--- config.mk ---
export PLATFORM = sky130hd
export DESIGN_NAME = seq_ctrl
export DESIGN_NICKNAME = d
export VERILOG_FILES = /design/src/rtl/seq_ctrl.sv
export SDC_FILE = /design/constraint.sdc
export NUM_CORES = 1
export LEC_CHECK = 0
export ABC_AREA = 1
export BUFFER_PORTS_ARGS = -buffer_cell sky130_fd_sc_hd__buf_2
export CAP_MARGIN = 20
export CORE_MARGIN = 5
export CORE_UTILIZATION = 34
export DETAILED_ROUTE_END_ITERATION = 6
export HOLD_SLACK_MARGIN = 0.1
export PLACE_DENSITY = 0.62
export SYNTH_ARGS = -nofsm -noshare
export SYNTH_HDL_FRONTEND = slang
export SYNTH_SLANG_ARGS = --single-unit
--- constraint.sdc ---
create_clock -name clk -period 6.9 [get_ports clk]
set_clock_uncertainty 0.2 [all_clocks]
set_input_delay 1.38 -clock clk [delete_from_list [all_inputs] [get_ports clk]]
set_output_delay 1.38 -clock clk [all_outputs]
set_load 0.01 [all_outputs]
--- src/rtl/seq_ctrl.sv ---
// seq_ctrl -- small instruction sequencer driving an external ALU and a send port.
//
// Holds a 4 x ALU_W register file. Each accepted instruction is either issued to
// the ALU (push / add / mult) and its result written back, or sent out on the
// send port (send). A WAIT state absorbs ALU latency and aborts after TIMEOUT
// extra cycles, raising a sticky error flag.
//
// Ports
//   clk, rst                  clock, synchronous active-high reset
//   i_inst, i_inst_valid      instruction offer
//   o_inst_ready              instruction accepted this cycle (IDLE and not in reset)
//   o_alu_a/b/op/const        ALU operands, held from ISSUE through the last WAIT cycle
//   o_alu_valid               one-cycle issue strobe
//   i_alu_data, i_alu_valid   ALU result (same cycle or later)
//   o_send_data/valid,
//   i_send_ready              send-port handshake
//   o_busy                    state != IDLE
//   o_err                     sticky timeout flag, cleared only by reset
//   o_retired                 retired-instruction count (wraps)
module seq_ctrl #(
    parameter int ALU_W   = 8,
    parameter int TIMEOUT = 15
) (
    input  logic             clk,
    input  logic             rst,
    input  logic [7:0]       i_inst,
    input  logic             i_inst_valid,
    output logic             o_inst_ready,
    output logic [ALU_W-1:0] o_alu_a,
    output logic [ALU_W-1:0] o_alu_b,
    output logic [1:0]       o_alu_op,
    output logic [3:0]       o_alu_const,
    output logic             o_alu_valid,
    input  logic [ALU_W-1:0] i_alu_data,
    input  logic             i_alu_valid,
    output logic [ALU_W-1:0] o_send_data,
    output logic             o_send_valid,
    input  logic             i_send_ready,
    output logic             o_busy,
    output logic             o_err,
    output logic [7:0]       o_retired
);

    typedef enum logic [1:0] {
        IDLE  = 2'd0,
        ISSUE = 2'd1,
        WAIT  = 2'd2,
        SEND  = 2'd3
    } state_t;

    localparam logic [1:0] OP_PUSH = 2'd0;
    localparam logic [1:0] OP_SEND = 2'd3;

    state_t           state;
    logic [ALU_W-1:0] regs [4];
    logic [1:0]       ra_q;
    logic [1:0]       rd_q;
    logic [1:0]       dst;
    logic [7:0]       wait_cnt;

    assign o_inst_ready = (state == IDLE) && !rst;

    // push writes back to its ra field, add/mult to the rd field
    assign dst = (o_alu_op == OP_PUSH) ? ra_q : rd_q;

    always_ff @(posedge clk) begin
        if (rst) begin
            state        <= IDLE;
            for (int unsigned i = 0; i < 4; i++) regs[i] <= '0;
            wait_cnt     <= '0;
            o_retired    <= '0;
            o_err        <= 1'b0;
            o_alu_valid  <= 1'b0;
            o_send_valid <= 1'b0;
            o_busy       <= 1'b0;
        end else begin
            case (state)
                IDLE: begin
                    if (i_inst_valid) begin
                        // Operands are captured at accept; the register file cannot
                        // change before the write-back that ends this instruction.
                        ra_q        <= i_inst[5:4];
                        rd_q        <= i_inst[1:0];
                        o_alu_op    <= i_inst[7:6];
                        o_alu_const <= i_inst[3:0];
                        o_alu_a     <= regs[i_inst[5:4]];
                        o_alu_b     <= regs[i_inst[3:2]];
                        o_send_data <= regs[i_inst[5:4]];
                        o_busy      <= 1'b1;
                        if (i_inst[7:6] == OP_SEND) begin
                            state        <= SEND;
                            o_send_valid <= 1'b1;
                        end else begin
                            state       <= ISSUE;
                            o_alu_valid <= 1'b1;
                        end
                    end
                end

                ISSUE, WAIT: begin
                    o_alu_valid <= 1'b0;
                    if (i_alu_valid) begin
                        regs[dst] <= i_alu_data;
                        o_retired <= o_retired + 8'd1;
                        o_busy    <= 1'b0;
                        state     <= IDLE;
                    end else if (state == ISSUE) begin
                        wait_cnt <= '0;
                        state    <= WAIT;
                    end else if (wait_cnt == 8'(TIMEOUT)) begin
                        o_err  <= 1'b1;
                        o_busy <= 1'b0;
                        state  <= IDLE;
                    end else begin
                        wait_cnt <= wait_cnt + 8'd1;
                    end
                end

                SEND: begin
                    if (i_send_ready) begin
                        o_send_valid <= 1'b0;
                        o_retired    <= o_retired + 8'd1;
                        o_busy       <= 1'b0;
                        state        <= IDLE;
                    end
                end

                default: state <= IDLE;
            endcase
        end
    end

endmodule

# == Yosys cells after proc, flatten, opt, wreduce, memory -nomap -nowiden ==
# Memories as Yosys holds them, arrays and structs flattened. A register that Yosys moved wholly into a read port is not among the register bits.
# Index checks and enable logic that the tools add are counted.
# word_totals
regBits,32
latchBits,0
ram_bits,32
rom_bits,0
inputBits,21
output_inout_bits,43
wordCells,82
memories,1
# mem_list
memory,words,word_bits,read_ports,rd_clocked_by_memory_dff,wr,line_no,rtl
regs,4,8,2,2,4,55,logic [ALU_W-1:0] regs [4];
# op_classes
add_sub_neg,2
mul,0
n_div,0
magnitude_cmp,0
eq_ne,14
shift,0
muxes,34
bitwise,3
reduce_logical,17
# ops
op,n
8-bit two-way mux,5
8-bit by 1-bit adder with 8-bit output (second input constant),2
1-bit two-way mux,16
2-bit two-way mux,8
8-bit one-hot mux with 2 select lines,1
3-bit AND reduction,5
4-bit AND reduction,3
2-bit != test (second input constant),5
8-bit by 4-bit == test with 1-bit output (second input constant),1
8-bit OR reduction,1
2-bit == test (second input constant),3
3-bit != test (second input constant),2
2-bit one-hot mux with 3 select lines,1
2-bit nonzero test,3
2-bit logical NOT,2
4-bit != test (second input constant),1
1-bit one-hot mux with 2 select lines,2
1-bit NOT,3
1-bit one-hot mux with 3 select lines,1
2-bit by 1-bit == test with 1-bit output (second input constant),1
2-bit by 1-bit != test with 1-bit output (second input constant),1
2-bit OR reduction,1
1-bit logical AND,1
1-bit logical NOT,1

# == Longest topological paths before layout ==
# Gate-level depths: netlist of the first run.
# logic_depth
ltp_word,7
mapped_depth,9

# == Worst setup path before layout of the first run ==
# OpenSTA, ideal clock, no wires.
# synth_path
path_kind,input -> register
from,input rst
to,"register o_alu_b[0], read port of regs (enable)"
setup_time_ns,0.435
t_arrival_ns,3.114
required_ns,6.265
slack_ns,3.151
stages,1
path_buffers,0
cell_sequence,nor3_1
# synth_between
elab_chain_cells,2
# synth_lines
element,line_no,rtl
start: declaration,25,"input logic rst,"
1-bit NOT (no line),-,
3-bit AND reduction (no line),-,
end: declaration,30,"output logic [ALU_W-1:0] o_alu_b,"
# Every way passes these cells.
# A chain may end at the register's enable or synchronous reset.

# == Worst setup path in the final report of the first run ==
# layout_path
from,input rst
to,output o_inst_ready
# layout_between
elab_chain_cells,2
# layout_lines
element,line_no,rtl
1-bit logical NOT,61,assign o_inst_ready = (state == IDLE) && !rst;
1-bit logical AND,61,
end: declaration,28,"output logic o_inst_ready,"
# Every way passes these cells.

==> summary.txt, run 1 <==
Result of the run: completed
Class of the tightest hold or removal check: flip-flop to flip-flop
Worst reg2reg path depth: 8
CTS Root Cell: clkbuf_8
Area growth from synthesis to final layout: 17.9%
Core region area: 10700 µm²
Share of synthesized area occupied by flip-flops and latches: 57.6%
Unique cell type count in the Yosys netlist: 33
Largest area contributor in the synthesized netlist: edfxtp_1
Global route total overflow: 0
Most common flop cell mapped by yosys: edfxtp_1
Highest routed layer: met4
Critical path data required time: 5.32 ns
Global-route wire length before repair: 13400 µm
Peak Freq: 293 MHz
Residual antenna-violating net count after detailed routing: 0
Initial Util: 34.3%
Maximum number of pins on one net before global-route repair: 25
Post-route clock period utilization: 49.5%
Top cells by area in the synthesized netlist: edfxtp_1 46%, dfxtp_1 12%, nor2_1 9.3%
Post-detailed-route via-to-cell ratio: 4.82
Worst hold path stage count: 2
Metal2 WL: 3670 µm
Via count of the first global-routing pass: 2830
Top library cells by usage in the layout, fill and taps aside: 91 x nor2_1, 64 x buf_2, 56 x edfxtp_1, 45 x inv_1, 42 x nand2_1
Average wire per cell in the routed design: 13.0 µm
# H-tree levels: 3
First DRT Iteration DRCs: 166
WL final: 7890 µm
Number of input and output port buffers inserted: 63
Worst setup SP type: primary input
Most common cell after layout, fill and taps aside: nor2_1
Worst Path Class, Setup: primary input to output pin
Setup slack of the worst register-to-register path: 4.50 ns
Crit path DAT: 1.83 ns
Fill cell instance count of the final layout: 1076
Cell area after synthesis: 3680 µm²
Synthesized flop and latch total: 78
Highest net fanout along the worst path: 12
Antenna violations before repair: 0
Setup violations, final: 0
Gpl congestion: 0.817
Instance area at placement: 4100 µm²
Clock Sinks: 78
Number of max-slew violations in the final report: 0
Slew of the pin with the lowest slew margin: 0.452 ns
CTS hold repair buffers: 0
Setup repair after global routing missed its margin: false
Maximum root-to-sink buffer count: 2
Kind of capture point of the worst setup path: output pin
Detailed-routed wire length on met3: 553 µm
Number of warnings printed during yosys synthesis: 0
Async set-reset flop share out of synthesis: 0%
Average size of a mapped cell: 9.23 µm²
Number of hold violations in the final report: 0
Number of remaining DRC errors: 0
Minimum clock period: 3.41 ns
CTS tree: done
Number of synthesized flops with an enable pin: 56
Nets in the synthesized netlist: 426
Inserted Clock Buffers: 9
Diodes inserted: 0
Endpoint of the worst hold path: o_send_valid
I/O pin cnt: 64
Placed wire-length estimate after detailed placement: 6010 µm
Die W: 114 µm
Post-route design area: 4340 µm²
DRT Pass-1 Iters: 5
Vertical extent of the die: 114 µm
Number of buffers inserted to repair setup after CTS: 0
Met1 wire length: 3530 µm
Max capacitance violation total: 0
Number of rows created at floorplan: 38
Startpoint of the lowest-slack hold path: o_send_valid
Static power due to leakage: 1.76 nW
Cells after Synth: 399
Ratio of cells with drive above 1 in the final layout: 20.6%
Yosys top cell area share: 45.7%
Fin nets: 488
Die ar.: 13000 µm²
Relative slew margins: 69.7%
Clk pin slew, worst setup/hold paths: 0.07 ns
Overall via count from detail_route: 2919
Startpoint of the most critical register-to-register path: state[0]
Clock insertion delay at the later pin of the skew report: 0.35 ns
Worst ir drop on vdd: 0.119 mV
CTS-repair resized insts: 0
Endpoint of the lowest-slack register-to-register path: regs[3][5]
Setup total negative slack: 0 ns
Total track usage: 12.9%
Power per cell area: 316 nW/µm²
[routing by layer]
| layer | GRT usage (%) | up-vias |
|---|---|---|
| li1 | - | 1458 |
| met2 | 20.8 | 114 |
| met1 | 16.4 | 1330 |
| met4 | 5.78 | 0 |
| met5 | 0 | - |
| met3 | 3.44 | 17 |
[where the power goes]
group          total [mW]  switching, mW  internal [mW]
Combinational       0.330          0.218          0.113
Sequential          0.630         0.0432          0.587
Clock               0.410          0.168          0.242
[through the flow]
step	std cells	total power, mW	hold WS, ns	util, %	setup slack, ns
after CTS	605	1.38	0.267	40.4	3.15
after global placement	589	0.963	0.248	38.1	2.96
after detailed placement	589	0.969	0.250	38.1	2.78
after global routing	606	1.46	0.305	40.4	3.44
final	606	1.37	0.265	40.4	3.49
after floorplan	399	0.869	0.258	-	3.15
[cells by family (layout without fill, tap and decap cells)]
family | Yosys count | after routing | share of synthesized area, %
flops | 78 | 78 | 57.6
fa+ha+maj | 6 | 6 | 2.04
simple gates | 172 | 172 | 20.7
buf+inv | 61 | 128 | 7.14
xor+xnor | 2 | 2 | 0.476
compound gates | 80 | 80 | 12.0
[cell usage after synthesis (all sizes together), types with 4 or more instances]
cell type,count
nor2,96
edfxtp,56
nand2,49
inv,45
o21ai,43
dfxtp,22
nand3,17
o22ai,16
a21oi,15
buf,11
ha,6
nand3b,4
[sequential cells by signal (all words and copies together), names as in the netlist]
name	cells
state	2
o_busy	1
o_alu_b	8
o_send_data	8
ra_q	2
o_send_valid	1
wait_cnt	8
o_alu_op	2
o_err	1
o_retired	8
o_alu_valid	1
regs	32
o_alu_const	4
[worst max path at each step]
stage,from,end,slack [ns],cells past startpoint
after detailed placement,rst,regs[3][6],2.78,5
after CTS,rst,regs[3][6],3.15,5
after floorplan,rst,o_alu_b[0],3.15,1
after global placement,rst,regs[3][3],2.96,5
after global routing,rst,o_inst_ready,3.44,3
final,rst,o_inst_ready,3.49,3
[critical path: stages]
cell and delay [ns]:
buf_2 0.23, nor2_1 0.08, buf_2 0.14
[area by class of cell]
class / instances / area [µm²] / share of cell area, %
multi-input cells: 260 / 1300 / 30.0
clock inverters: 5 / 106 / 2.45
repair buffers: 65 / 328 / 7.55
flip-flops and latches: 78 / 2120 / 48.9
inverters: 47 / 176 / 4.06
clock buffers: 11 / 131 / 3.03
well taps: 140 / 175 / 4.03
Note: power is estimated with default switching activity, not from simulation.
==> inputs of run 2 (changes only) <==
Settings changed: ABC_AREA 1 to 0, PLACE_DENSITY 0.62 to 0.64.
Clock period 6.9 ns to 2.83 ns, I/O delays scaled along.
==> summary.txt, run 2 <==
Startpoint of the lowest-slack hold path: i_inst[1]
Power per cell area: 663 nW/µm²
Synthesized flop and latch total: 78
Number of rows created at floorplan: 37
Placed wire-length estimate after detailed placement: 5260 µm
CTS-repair resized insts: 0
Via count of the first global-routing pass: 2388
Highest net fanout along the worst path: 9
Number of remaining DRC errors: 0
Fin nets: 376
WL final: 7530 µm
Global-route wire length before repair: 12100 µm
Top delay family on crit path: compound AO/OA/AOI/OAI gates
Setup total negative slack: 0 ns
Area growth from synthesis to final layout: 18.8%
Startpoint of the most critical register-to-register path: o_alu_op[1]
Async set-reset flop share out of synthesis: 0%
Share of cell area taken by muxes after synthesis: 11.3%
Cells after Synth: 287
Switching share of power: 25.5%
Clock Sinks: 78
Cell area after synthesis: 3570 µm²
Crit path DAT: 2.19 ns
Sw Pwr: 719 µW
Overall via count from detail_route: 2468
Clk pin slew, worst setup/hold paths: 0.07 ns
Setup slack of the worst register-to-register path: 0.41 ns
CTS hold repair buffers: 0
Residual antenna-violating net count after detailed routing: 0
I/O pin cnt: 64
Post-route clock period utilization: 85.5%
Final instance count without filler cells: 489
Worst Path Class, Setup: flip-flop to flip-flop
Die ar.: 12600 µm²
Main combinational cell family by area after synthesis: simple AND/OR/NAND/NOR gates
Worst reg2reg path depth: 5
Setup repair after global routing missed its margin: false
Most common flop cell mapped by yosys: edfxtp_1
Synth cell count leaders: 56 x edfxtp_1, 41 x nor2_1, 22 x dfxtp_1
Result of the run: completed
Post-synthesis compound-gate area fraction: 7.19%
CTS tree: done
Xor and xnor fraction of the mapped netlist area: 1.47%
# H-tree levels: 3
Max FFs per register: 32
Number of input and output port buffers inserted: 63
Cell breakdown of the critical path: or2_2 -> nor3_1 -> a31oi_1 -> buf_4 -> o21bai_1
Number of warnings printed during yosys synthesis: 0
Global route total overflow: 0
Slowest cell on the critical path: o21bai_1
Top library cells by usage in the layout, fill and taps aside: 63 x buf_2, 56 x edfxtp_1, 41 x nor2_1, 22 x dfxtp_1, 21 x nand2_1
Critical path data required time: 2.60 ns
Maximum number of pins on one net before global-route repair: 29
Number of max-slew violations in the final report: 0
Sequential group share of total power: 49.0%
Number of synthesized flops with an enable pin: 56
Share of total power in combinational logic: 16.1%
Number of hold violations in the final report: 0
Setup violations, final: 0
Minimum clock period: 2.42 ns
Diodes inserted: 0
CTS Root Cell: clkbuf_8
Total Power Consumption: 2.81 mW
Kind of capture point of the worst setup path: flip-flop
Inserted Clock Buffers: 9
Average size of a mapped cell: 12.4 µm²
Maximum root-to-sink buffer count: 2
Clock insertion delay at the later pin of the skew report: 0.35 ns
Worst ir drop on vdd: 0.284 mV
First DRT Iteration DRCs: 69
Most common cell after layout, fill and taps aside: buf_2
Static power due to leakage: 1.65 nW
Worst setup SP type: flip-flop
Number of buffer and inverter instances along the worst setup path: 1
Clk network pwr share: 35.0%
Core region area: 10300 µm²
Area fraction in and, or, nand and nor cells after synthesis: 14.1%
Nets in the synthesized netlist: 314
Endpoint of the worst hold path: o_alu_const[1]
Ratio of cells with drive above 1 in the final layout: 31.2%
Library cell with the highest instance count after synthesis: edfxtp_1
Total track usage: 12.2%
Initial Util: 34.7%
Share of synthesized area occupied by flip-flops and latches: 59.5%
Post-detailed-route via-to-cell ratio: 5.05
Die W: 112 µm
Peak Freq: 413 MHz
Register containing the most flip-flops in the final layout: regs
Class of the tightest hold or removal check: primary input to flip-flop
Slew of the pin with the lowest slew margin: 0.887 ns
Endpoint of the lowest-slack register-to-register path: regs[0][0]
DRT Pass-1 Iters: 4
Adder-cell area share of the yosys netlist: 2.10%
Top cells by area in the synthesized netlist: edfxtp_1 47%, dfxtp_1 12%, mux4_2 10%
Number of buffers inserted to repair setup after CTS: 0
Yosys top cell area share: 47.1%
Unique cell type count in the Yosys netlist: 44
Relative slew margins: 40.8%
Max capacitance violation total: 0
Gpl congestion: 0.785
Average wire per cell in the routed design: 15.4 µm
Antenna violations before repair: 0
Largest area contributor in the synthesized netlist: edfxtp_1
Vertical extent of the die: 112 µm
Placed Cells: 474
Internal power: 2.09 mW
Worst hold path stage count: 1
Delay of the slowest critical-path stage: 0.70 ns
run 2: metal layers:
layer  part of all wire (%)  global-route usage, %  up-vias  wire length (µm)
met1                     43                   15.2     1188              3210
met2                     49                   20.3       94              3720
li1                       -                      -     1180                 -
met4                   0.90                   3.13        0                68
met5                      0                      0        -                 0
met3                    7.1                   4.26        6               534
run 2: worst max path at each step:
stage	endpoint	from	cells past startpoint
after floorplan	regs[2][0]	o_alu_op[1]	5
after global placement	regs[0][3]	o_alu_op[1]	5
after detailed placement	regs[0][3]	o_alu_op[1]	5
after CTS	regs[0][0]	o_alu_op[1]	5
after global routing	regs[0][2]	o_alu_op[1]	5
final	regs[0][0]	o_alu_op[1]	5
run 2: cell families after synthesis:
group | count (synthesis)
buf+inv | 34
compound gates | 41
mux | 20
fa+ha+maj | 6
xor+xnor | 6
flops | 78
simple gates | 102
run 2: metrics by stage:
step                      setup slack [ns]  hold WS, ns  utilization [%]  instance area (µm²)
after floorplan                      0.545        0.264                -                 3570
after global placement               0.376        0.255             39.0                 4010
after detailed placement             0.357        0.259             39.0                 4010
after CTS                            0.342        0.181             41.3                 4240
after global routing                 0.224        0.175             41.3                 4240
final                                0.411        0.197             41.3                 4240
run 2: area by class of cell:
cell class / instances / area (µm²)
sequential: 78 / 2120
timing repair buffer: 70 / 368
fill: 992 / 6040
clock buffer: 9 / 124
multi-input combinational: 175 / 1290
tap: 136 / 170
inverter: 15 / 56.3
clock inverter: 6 / 111
run 2: power groups by stage:
stage / clock network [mW] / logic [mW] / registers, mW
after floorplan: 0 / 0.288 / 1.42
after global placement: 0 / 0.447 / 1.40
after detailed placement: 0 / 0.453 / 1.40
after CTS: 1.00 / 0.455 / 1.38
after global routing: 1.06 / 0.498 / 1.39
final: 0.984 / 0.452 / 1.38
==> inputs of run 3 (changes only) <==
Settings changed: CORE_ASPECT_RATIO from default to 0.9.
==> summary.txt, run 3 (same netlist as run 2, synthesis figures left out) <==
Result of the run: completed
CTS tree: done
Post-route design area: 4300 µm²
Die ar.: 12600 µm²
Number of hold violations in the final report: 0
Post-detailed-route via-to-cell ratio: 4.99
Max FFs per register: 32
Core occupancy in the finished layout: 42.0%
Internal power: 2.20 mW
Global-route wire length before repair: 12300 µm
Peak Freq: 448 MHz
Switching share of power: 25.8%
Ratio of cells with drive above 1 in the final layout: 31.3%
Power per cell area: 690 nW/µm²
Share of total power in combinational logic: 15.1%
Placed wire-length estimate after detailed placement: 5290 µm
Sequential group share of total power: 46.5%
DRT Pass-1 Iters: 4
Initial Util: 34.8%
# H-tree levels: 3
Final instance count without filler cells: 485
Top library cells by usage in the layout, fill and taps aside: 63 x buf_2, 56 x edfxtp_1, 41 x nor2_1, 22 x dfxtp_1, 21 x nand2_1
Number of buffers inserted to repair setup after CTS: 0
Worst ir drop on vdd: 0.408 mV
Total track usage: 12.4%
Global route total overflow: 0
Crit path DAT: 2.22 ns
Clk pin slew, worst setup/hold paths: 0.06 ns
Max capacitance violation total: 0
Sw Pwr: 766 µW
Delay of the slowest critical-path stage: 0.52 ns
Vertical extent of the die: 107 µm
CTS-repair resized insts: 0
Clock insertion delay at the later pin of the skew report: 0.34 ns
First DRT Iteration DRCs: 130
Minimum clock period: 2.23 ns
Gpl congestion: 0.770
Inserted Clock Buffers: 9
Clock Sinks: 78
Setup violations, final: 0
Overall via count from detail_route: 2420
Class of the tightest hold or removal check: primary input to flip-flop
Fill cell instance count of the final layout: 991
Number of rows created at floorplan: 35
Fin nets: 377
Setup total negative slack: 0 ns
Number of input and output port buffers inserted: 63
Highest net fanout along the worst path: 8
CTS Root Cell: clkbuf_16
Slowest cell on the critical path: nor2_1
Worst Path Class, Setup: flip-flop to flip-flop
Post-route clock period utilization: 78.9%
Clk network pwr share: 38.4%
Maximum root-to-sink buffer count: 2
Maximum number of pins on one net before global-route repair: 29
I/O pin cnt: 64
Instance area at placement: 4000 µm²
Placed Cells: 468
Slew of the pin with the lowest slew margin: 0.639 ns
Most common cell after layout, fill and taps aside: buf_2
Core region area: 10200 µm²
Die W: 118 µm
Average wire per cell in the routed design: 15.6 µm
WL final: 7590 µm
Residual antenna-violating net count after detailed routing: 0
Register containing the most flip-flops in the final layout: regs
Via count of the first global-routing pass: 2411
Critical path data required time: 2.82 ns
Relative slew margins: 57.2%
Number of max-slew violations in the final report: 0
Number of remaining DRC errors: 0
CTS hold repair buffers: 0
Top delay family on crit path: simple AND/OR/NAND/NOR gates
Number of buffer and inverter instances along the worst setup path: 1
Setup repair after global routing missed its margin: false
Antenna violations before repair: 0
Static power due to leakage: 1.68 nW
Total Power Consumption: 2.97 mW
Kind of capture point of the worst setup path: flip-flop
Worst setup SP type: flip-flop
Area growth from synthesis to final layout: 20.6%
Cell breakdown of the critical path: inv_1 -> ha_1 -> nand2_1 -> nor2_1 -> nand2_1 -> nor2_1
==> run 3: cell count changes in the layout (fill, tap and decap cells not counted), sizes merged <==
cell,delta
clkinvlp,+1
bufinv,-2
diode,+1
buf,+1
inv,+2
==> run 3: worst reg2reg max path, delay by kind of cell, from the launching register on <==
kind	cells	cell delay [ns]
adders and majority gates	1	0.39
and+or+nand+nor	4	1.06
buffers and inverters	1	0.07
DFF	1	0.37
==> run 3: final timing paths <==
kind / startpoint / end / slack (ns) / cells after the start
max: state[0] / regs[1][6] / 0.60 / 6
min: i_inst[1] / o_alu_const[1] / 0.20 / 1
max reg2reg: state[0] / regs[1][6] / 0.60 / 6
min reg2reg: o_err / o_err / 0.28 / 2
==> run 3: layout make-up <==
class | count | area [µm²] | area share [%]
antenna | 1 | 2.50 | 0.0582
clock buffer | 9 | 225 | 5.23
clock inverter | 7 | 71.3 | 1.66
inverter | 15 | 56.3 | 1.31
multi-input combinational | 175 | 1290 | 30.0
sequential | 78 | 2120 | 49.3
tap | 129 | 161 | 3.75
timing repair buffer | 71 | 375 | 8.72
==> run 3: power groups by stage <==
stage,Combinational (mW),Sequential (mW),Clock (mW)
3_5_place_dp,0.452,1.40,0
3_3_place_gp,0.447,1.40,0
5_1_grt,0.501,1.39,1.21
6_report,0.448,1.38,1.14
2_1_floorplan,0.288,1.42,0
4_1_cts,0.454,1.38,1.17
==> run 3: layer usage <==
layer / GRT usage (%) / part of all wire, % / up-vias
met5: 0 / 0 / -
met4: 3.93 / 0.61 / 0
met3: 4.85 / 6.4 / 4
met2: 20.2 / 49 / 69
met1: 15.3 / 44 / 1162
li1: - / - / 1185
==> run 3: per-stage QoR <==
stage | setup slack, ns | hold slack, ns
after floorplan | 0.545 | 0.264
after CTS | 0.576 | 0.193
after detailed placement | 0.571 | 0.254
after global placement | 0.674 | 0.252
final | 0.598 | 0.202
after global routing | 0.363 | 0.193
